**src/rtl/vip_pkg.sv**
```systemverilog
// vip_pkg: shared video-pipeline word width and feature-map geometry defaults
package vip_pkg;
  localparam int VIP_DWIDTH = 32;
  localparam int VIP_IMG_W  = 112;
  localparam int VIP_IMG_H  = 112;
  localparam int VIP_POOL_W = VIP_IMG_W / 2;
  localparam int VIP_POOL_H = VIP_IMG_H / 2;
endpackage

```
**src/rtl/featuremap_relu_maxpool2x2_pool_line_buffer.sv**
```systemverilog
// pool_line_buffer: one row of horizontal pair maxima, sync write, async read
module pool_line_buffer #(
  parameter int DWIDTH = 32,
  parameter int DEPTH  = 56,
  parameter int AW     = DEPTH > 1 ? $clog2(DEPTH) : 1
) (
  input  logic              clock,
  input  logic              we,
  input  logic [AW-1:0]     waddr,
  input  logic [DWIDTH-1:0] wdata,
  input  logic [AW-1:0]     raddr,
  output logic [DWIDTH-1:0] rdata
);
  logic [DWIDTH-1:0] mem_q [DEPTH];
  always_ff @(posedge clock) begin
    if (we) mem_q[waddr] <= wdata;
  end
  assign rdata = mem_q[raddr];
endmodule

```
**src/rtl/featuremap_relu_maxpool2x2.sv**
```systemverilog
// featuremap_relu_maxpool2x2: streaming ReLU followed by 2x2 max pooling
// between a conv-output FIFO and a downstream FIFO, one pixel per read.
module featuremap_relu_maxpool2x2
  import vip_pkg::*;
#(
  parameter int DWIDTH = VIP_DWIDTH,
  parameter int IMG_W  = VIP_IMG_W,
  parameter int IMG_H  = VIP_IMG_H
) (
  input  logic              clock,
  input  logic              reset,
  input  logic [DWIDTH-1:0] ff_rdata,
  input  logic              ff_empty,
  output logic              ff_rdreq,
  output logic [DWIDTH-1:0] ff_wdata,
  output logic              ff_wrreq,
  input  logic              ff_full,
  output logic              frame_done
);
  localparam int CW   = $clog2(IMG_W);
  localparam int RW   = $clog2(IMG_H);
  localparam int LB_D = IMG_W / 2;
  localparam int AW   = LB_D > 1 ? $clog2(LB_D) : 1;
  localparam logic [CW-1:0] COL_LAST = CW'(IMG_W - 1);
  localparam logic [RW-1:0] ROW_LAST = RW'(IMG_H - 1);
  if ((IMG_W % 2) != 0 || IMG_W < 2 || (IMG_H % 2) != 0 || IMG_H < 2) begin : g_bad_size
    $error("featuremap_relu_maxpool2x2: IMG_W and IMG_H must be even and >= 2");
  end
  function automatic logic [DWIDTH-1:0] smax(input logic [DWIDTH-1:0] a, input logic [DWIDTH-1:0] b);
    return ($signed(a) > $signed(b)) ? a : b;
  endfunction
  logic              rd_vld_d, rd_vld_q;
  logic [CW-1:0]     col_d, col_q;
  logic [RW-1:0]     row_d, row_q;
  logic [DWIDTH-1:0] h_d, h_q;
  logic [DWIDTH-1:0] wdata_d, wdata_q;
  logic              wrreq_d, wrreq_q;
  logic              done_d, done_q;
  logic [DWIDTH-1:0] relu, h_max, pool, lb_rdata;
  logic [AW-1:0]     lb_addr;
  logic              lb_we;
  assign ff_rdreq = reset & ~ff_empty & ~ff_full;
  always_comb begin
    rd_vld_d = ff_rdreq;
    relu     = ff_rdata[DWIDTH-1] ? '0 : ff_rdata;
    h_max    = smax(h_q, relu);
    pool     = smax(h_max, lb_rdata);
    lb_addr  = AW'(col_q >> 1);
    col_d    = col_q;
    row_d    = row_q;
    h_d      = h_q;
    wdata_d  = wdata_q;
    wrreq_d  = 1'b0;
    done_d   = 1'b0;
    lb_we    = 1'b0;
    if (rd_vld_q) begin
      col_d   = (col_q == COL_LAST) ? '0 : col_q + 1'b1;
      row_d   = (col_q != COL_LAST) ? row_q : (row_q == ROW_LAST) ? '0 : row_q + 1'b1;
      h_d     = col_q[0] ? h_q : relu;
      lb_we   = col_q[0] & ~row_q[0];
      wrreq_d = col_q[0] & row_q[0];
      wdata_d = wrreq_d ? pool : wdata_q;
      done_d  = wrreq_d && (col_q == COL_LAST) && (row_q == ROW_LAST);
    end
  end
  always_ff @(posedge clock or negedge reset) begin
    if (!reset) begin
      rd_vld_q <= 1'b0;
      col_q    <= '0;
      row_q    <= '0;
      h_q      <= '0;
      wdata_q  <= '0;
      wrreq_q  <= 1'b0;
      done_q   <= 1'b0;
    end else begin
      rd_vld_q <= rd_vld_d;
      col_q    <= col_d;
      row_q    <= row_d;
      h_q      <= h_d;
      wdata_q  <= wdata_d;
      wrreq_q  <= wrreq_d;
      done_q   <= done_d;
    end
  end
  // Even rows park the horizontal pair max; odd rows read it back at the same column pair.
  pool_line_buffer #(.DWIDTH(DWIDTH), .DEPTH(LB_D), .AW(AW)) u_line_buffer (
    .clock (clock),
    .we    (lb_we),
    .waddr (lb_addr),
    .wdata (h_max),
    .raddr (lb_addr),
    .rdata (lb_rdata)
  );
  assign ff_wdata   = wdata_q;
  assign ff_wrreq   = wrreq_q;
  assign frame_done = done_q;
endmodule

```
**config.mk**
```make
export PLATFORM = sky130hd
export DESIGN_NAME = featuremap_relu_maxpool2x2
export DESIGN_NICKNAME = d
export VERILOG_FILES = /design/src/rtl/vip_pkg.sv /design/src/rtl/featuremap_relu_maxpool2x2_pool_line_buffer.sv /design/src/rtl/featuremap_relu_maxpool2x2.sv
export SDC_FILE = /design/constraint.sdc
export NUM_CORES = 2
export LEC_CHECK = 0
export BUFFER_PORTS_ARGS = -buffer_cell sky130_fd_sc_hd__buf_2
export CAP_MARGIN = 0
export CORE_MARGIN = 8
export CORE_UTILIZATION = 40
export DETAILED_ROUTE_END_ITERATION = 8
export PLACE_DENSITY = 0.63
export SLEW_MARGIN = 20
export SYNTH_ARGS = -nofsm -noshare
export SYNTH_HDL_FRONTEND = slang
export SYNTH_SLANG_ARGS = --single-unit
```
**constraint.sdc**
```tcl
create_clock -name clock -period 9.4 [get_ports clock]
set_clock_uncertainty 0.1 [all_clocks]
set_input_delay 0.94 -clock clock [delete_from_list [all_inputs] [get_ports clock]]
set_output_delay 0.94 -clock clock [all_outputs]
set_load 0.01 [all_outputs]
```
==> flow_metrics.py <==
metrics = {
    "run_status": {
        "outcome": "completed",
    },
    "route": {
        "detail_route.first_pass.iterations": 8,
        "wl_um": 221000,
        "drcViolationCount": 0,
        "num_vias": 42400,
        "first_iter_violations": 6521,
        "wl_per_cell_um": 32.9,
        "antenna_left": 0,
        "vias_per_cell": 6.33,
    },
    "power": {
        "leakage_uw": 0.0253,
        "intPower_uw": 15500,
        "power_frac_seq": 0.426,
        "power_density_mw_per_mm2": 292,
        "switching_share": 0.335,
        "comb_power_share": 0.278,
        "p_switching_uw": 7800,
        "peakVddDrop_mv": 0.223,
        "clockPowerShare": 0.296,
    },
    "yosys": {
        "ys_types": 85,
        "synth_fp_nets": 4162,
        "synth_top_cell_by_area": "edfxtp_1",
        "synth.most_common_cell": "edfxtp_1",
        "synth-seq-cells": 1815,
        "yosys.area.top_type_share": 0.749,
        "avgSynthCellArea_um2": 17.1,
        "synth_enable_flop_cells": 1736,
        "postSynthCellCount": 4063,
        "synth_common_cells": "edfxtp_1 (1736), a22oi_1 (435), a221oi_1 (146), nor2_1 (146), nand2_1 (145)",
        "netlist_area_mm2": 0.0696,
        "synth.area.top_cells": "edfxtp_1 (75%), a22oi_1 (4.7%), dfrtp_1 (2.8%)",
        "ys.flop_type": "edfxtp_1",
        "yosysSeqAreaShare": 0.778,
        "yosys_warnings": 0,
        "synthArstFlopShare": 0.0435,
    },
    "sta": {
        "tightest_slew_ps": 1220,
        "maxSlewHeadroom": 0.181,
        "finalSetupViolCount": 0,
        "post-route-min-period_ps": 7250,
        "rsz0062_at_grt": "no",
        "setup-tns-final_ps": 0,
        "post-route-period-util": 0.771,
        "drv_slew": 0,
        "hold_viol_final": 0,
        "fmax_mhz": 138,
    },
    "floorplan": {
        "die_area_mm2": 0.188,
        "die_w_um": 433,
        "core_area_mm2": 0.173,
        "die_h_um": 433,
        "top_level_ports": 71,
        "row_count": 153,
        "start_util": 0.401,
    },
    "worst_setup_path": {
        "crit_chain": "nor3_4 -> buf_16 -> buf_12 -> buf_12 -> buf_4 -> a22o_1 -> a221oi_1 -> a31oi_1 -> mux4_2 -> inv_1 -> ha_1 -> a21oi_1 -> o22ai_1 -> o21ai_1 -> or4b_4 -> a2111oi_2 -> o311ai_1 -> o31ai_4 -> buf_4 -> o41ai_2 -> a31oi_1",
        "crit_family": "compound AO/OA/AOI/OAI gates",
        "worst-path-buf-inv": 6,
        "cp_max_fo": 42,
        "critPathSlowestCell": "a31oi_1",
        "arrival_ps": 7850,
        "startpoint_type": "flip-flop",
        "required_ps": 10000,
        "critPathKind": "flip-flop to flip-flop",
        "slowest_delay_ps": 860,
        "endpoint_kind": "flip-flop",
    },
    "finish": {
        "design_area_mm2": 0.0797,
        "fillCellCount": 14700,
        "num-nets-final": 4336,
        "drive_gt1_frac": 0.168,
        "syn_to_final_growth_pct": 14.6,
    },
    "grt": {
        "grt_pass1_vias": 40100,
        "overflow": 0,
        "gr-usage-all-layers": 0.227,
        "antenna_found_initial": 12,
        "grt_max_degree": 85,
        "grt_pass1_wl_um": 308000,
    },
    "flow_run": {
        "maxCapViolations": 0,
    },
    "place": {
        "port_buffers": 69,
        "hpwl_um": 123000,
        "routabilityCongestion": 0.861,
        "placed_area_mm2": 0.0741,
    },
    "clock_tree": {
        "clock_latency_ps": 810,
        "cts_buffers": 176,
        "clock-root-buffer": "clkbuf_16",
        "cts.sinks": 1815,
        "cts_buffer_depth": 3,
        "cts_tree": "built",
        "clk_pin_slew_ps": 60,
        "cts_max_level": 4,
    },
    "hold_path": {
        "hold_class": "input port to flip-flop",
    },
}
==> power by group through the flow <==
stage          registers (uW)  logic, uW  clock network, uW
5_1_grt                  9920       6700               7260
3_3_place_gp            10100       6200                  0
6_report                 9920       6460               6900
2_1_floorplan           10100       3400                  0
4_1_cts                  9910       6310               6950
3_5_place_dp            10100       6290                  0
==> cell type report <==
class                           instances  area, um^2  area share
Tap cell                             2325        2910      0.0365
Sequential cell                      1815       54100       0.679
Clock inverter                        100         943      0.0118
Clock buffer                          221        4630      0.0580
Timing Repair Buffer                  266        2090      0.0262
Antenna cell                            4        10.0    0.000126
Inverter                               16        60.1    0.000753
Multi-Input combinational cell       1962       15000       0.188
==> kinds of logic (layout without fill, tap and decap cells) <==
family | count (synthesis) | count (layout) | share of synthesized area
buffers and inverters | 286 | 603 | 0.0193
AO/OA/AOI/OAI | 1212 | 1212 | 0.129
other | 1 | 5 | 0.0000539
AND/OR/NAND/NOR | 553 | 553 | 0.0393
multiplexers | 127 | 127 | 0.0231
flip-flops | 1815 | 1815 | 0.778
XOR/XNOR | 6 | 6 | 0.000755
adder cells (fa/ha/maj) | 63 | 63 | 0.0113
==> path summary, 6_finish.rpt <==
kind | start | end | slack [ps] | cells after the start
worst max-delay path | col_q[3] | ff_wdata[15] | 2150 | 21
worst min-delay path | ff_full | rd_vld_q | 210 | 2
worst max register to register | col_q[3] | ff_wdata[15] | 2150 | 21
worst min register to register | h_q[25] | h_q[25] | 420 | 2
max in group asynchronous | reset | ff_wdata[14] | 7600 | 3
min in group asynchronous | reset | row_q[5] | 450 | 2
==> flip-flops by register name, summed over array words and instances (netlist names) <==
name and flops:
u_line_buffer.mem_q 1736, ff_wdata 31, h_q 31, col_q 7
row_q 7, ff_wrreq 1, frame_done 1, rd_vld_q 1
==> cells in the final DEF, fill, tap and decap left out, types with 52 or more instances in the layout <==
cell type / n
buf_4: 177
dfrtp_1: 73
a22o_1: 119
nand4_1: 108
nor2_4: 58
a31oi_1: 64
o21ai_0: 106
nand2b_1: 53
a21oi_1: 130
buf_2: 68
a221oi_1: 146
nand2_1: 145
clkbuf_16: 178
nor2_1: 86
edfxtp_1: 1736
ha_1: 63
mux2_2: 52
a22oi_1: 435
==> routing by layer <==
metal / vias up / wire [um] / track usage
met1: 21900 / 85700 / 0.314
met4: 0 / 10800 / 0.0995
li1: 17200 / - / -
met3: 462 / 25700 / 0.0496
met2: 2927 / 98400 / 0.348
met5: - / 0 / 0
==> timing repair <==
| item | in CTS | in global routing |
|---|---|---|
| hold buffers | 1 | 0 |
| buffers inserted | 0 | 0 |
| resized for setup | 0 | 0 |
| hold endpoints to repair | 15 | 0 |
==> worst reg2reg max path, stage by stage (launching register included) <==
cell and delay (ps):
dfrtp_4 720, nor3_4 840, buf_16 230, buf_12 180, buf_12 180, buf_4 290
a22o_1 190, a221oi_1 70, a31oi_1 860, mux4_2 510, inv_1 60, ha_1 190
a21oi_1 140, o22ai_1 90, o21ai_1 110, or4b_4 490, a2111oi_2 420, o311ai_1 250
o31ai_4 520, buf_4 390, o41ai_2 130, a31oi_1 190
==> through the flow <==
stage / instances / utilization / hold slack, ps / setup slack, ps / total power, uW
3_5_place_dp: 6383 / 0.427 / 408 / 1640 / 16400
3_3_place_gp: 6382 / 0.427 / 400 / 1700 / 16300
4_1_cts: 6705 / 0.460 / 155 / 2190 / 23200
5_1_grt: 6705 / 0.460 / 194 / 1890 / 23900
6_report: 6709 / 0.460 / 210 / 2150 / 23300
2_1_floorplan: 4063 / - / 378 / 1060 / 13500
(Power assumes the default switching activity.)
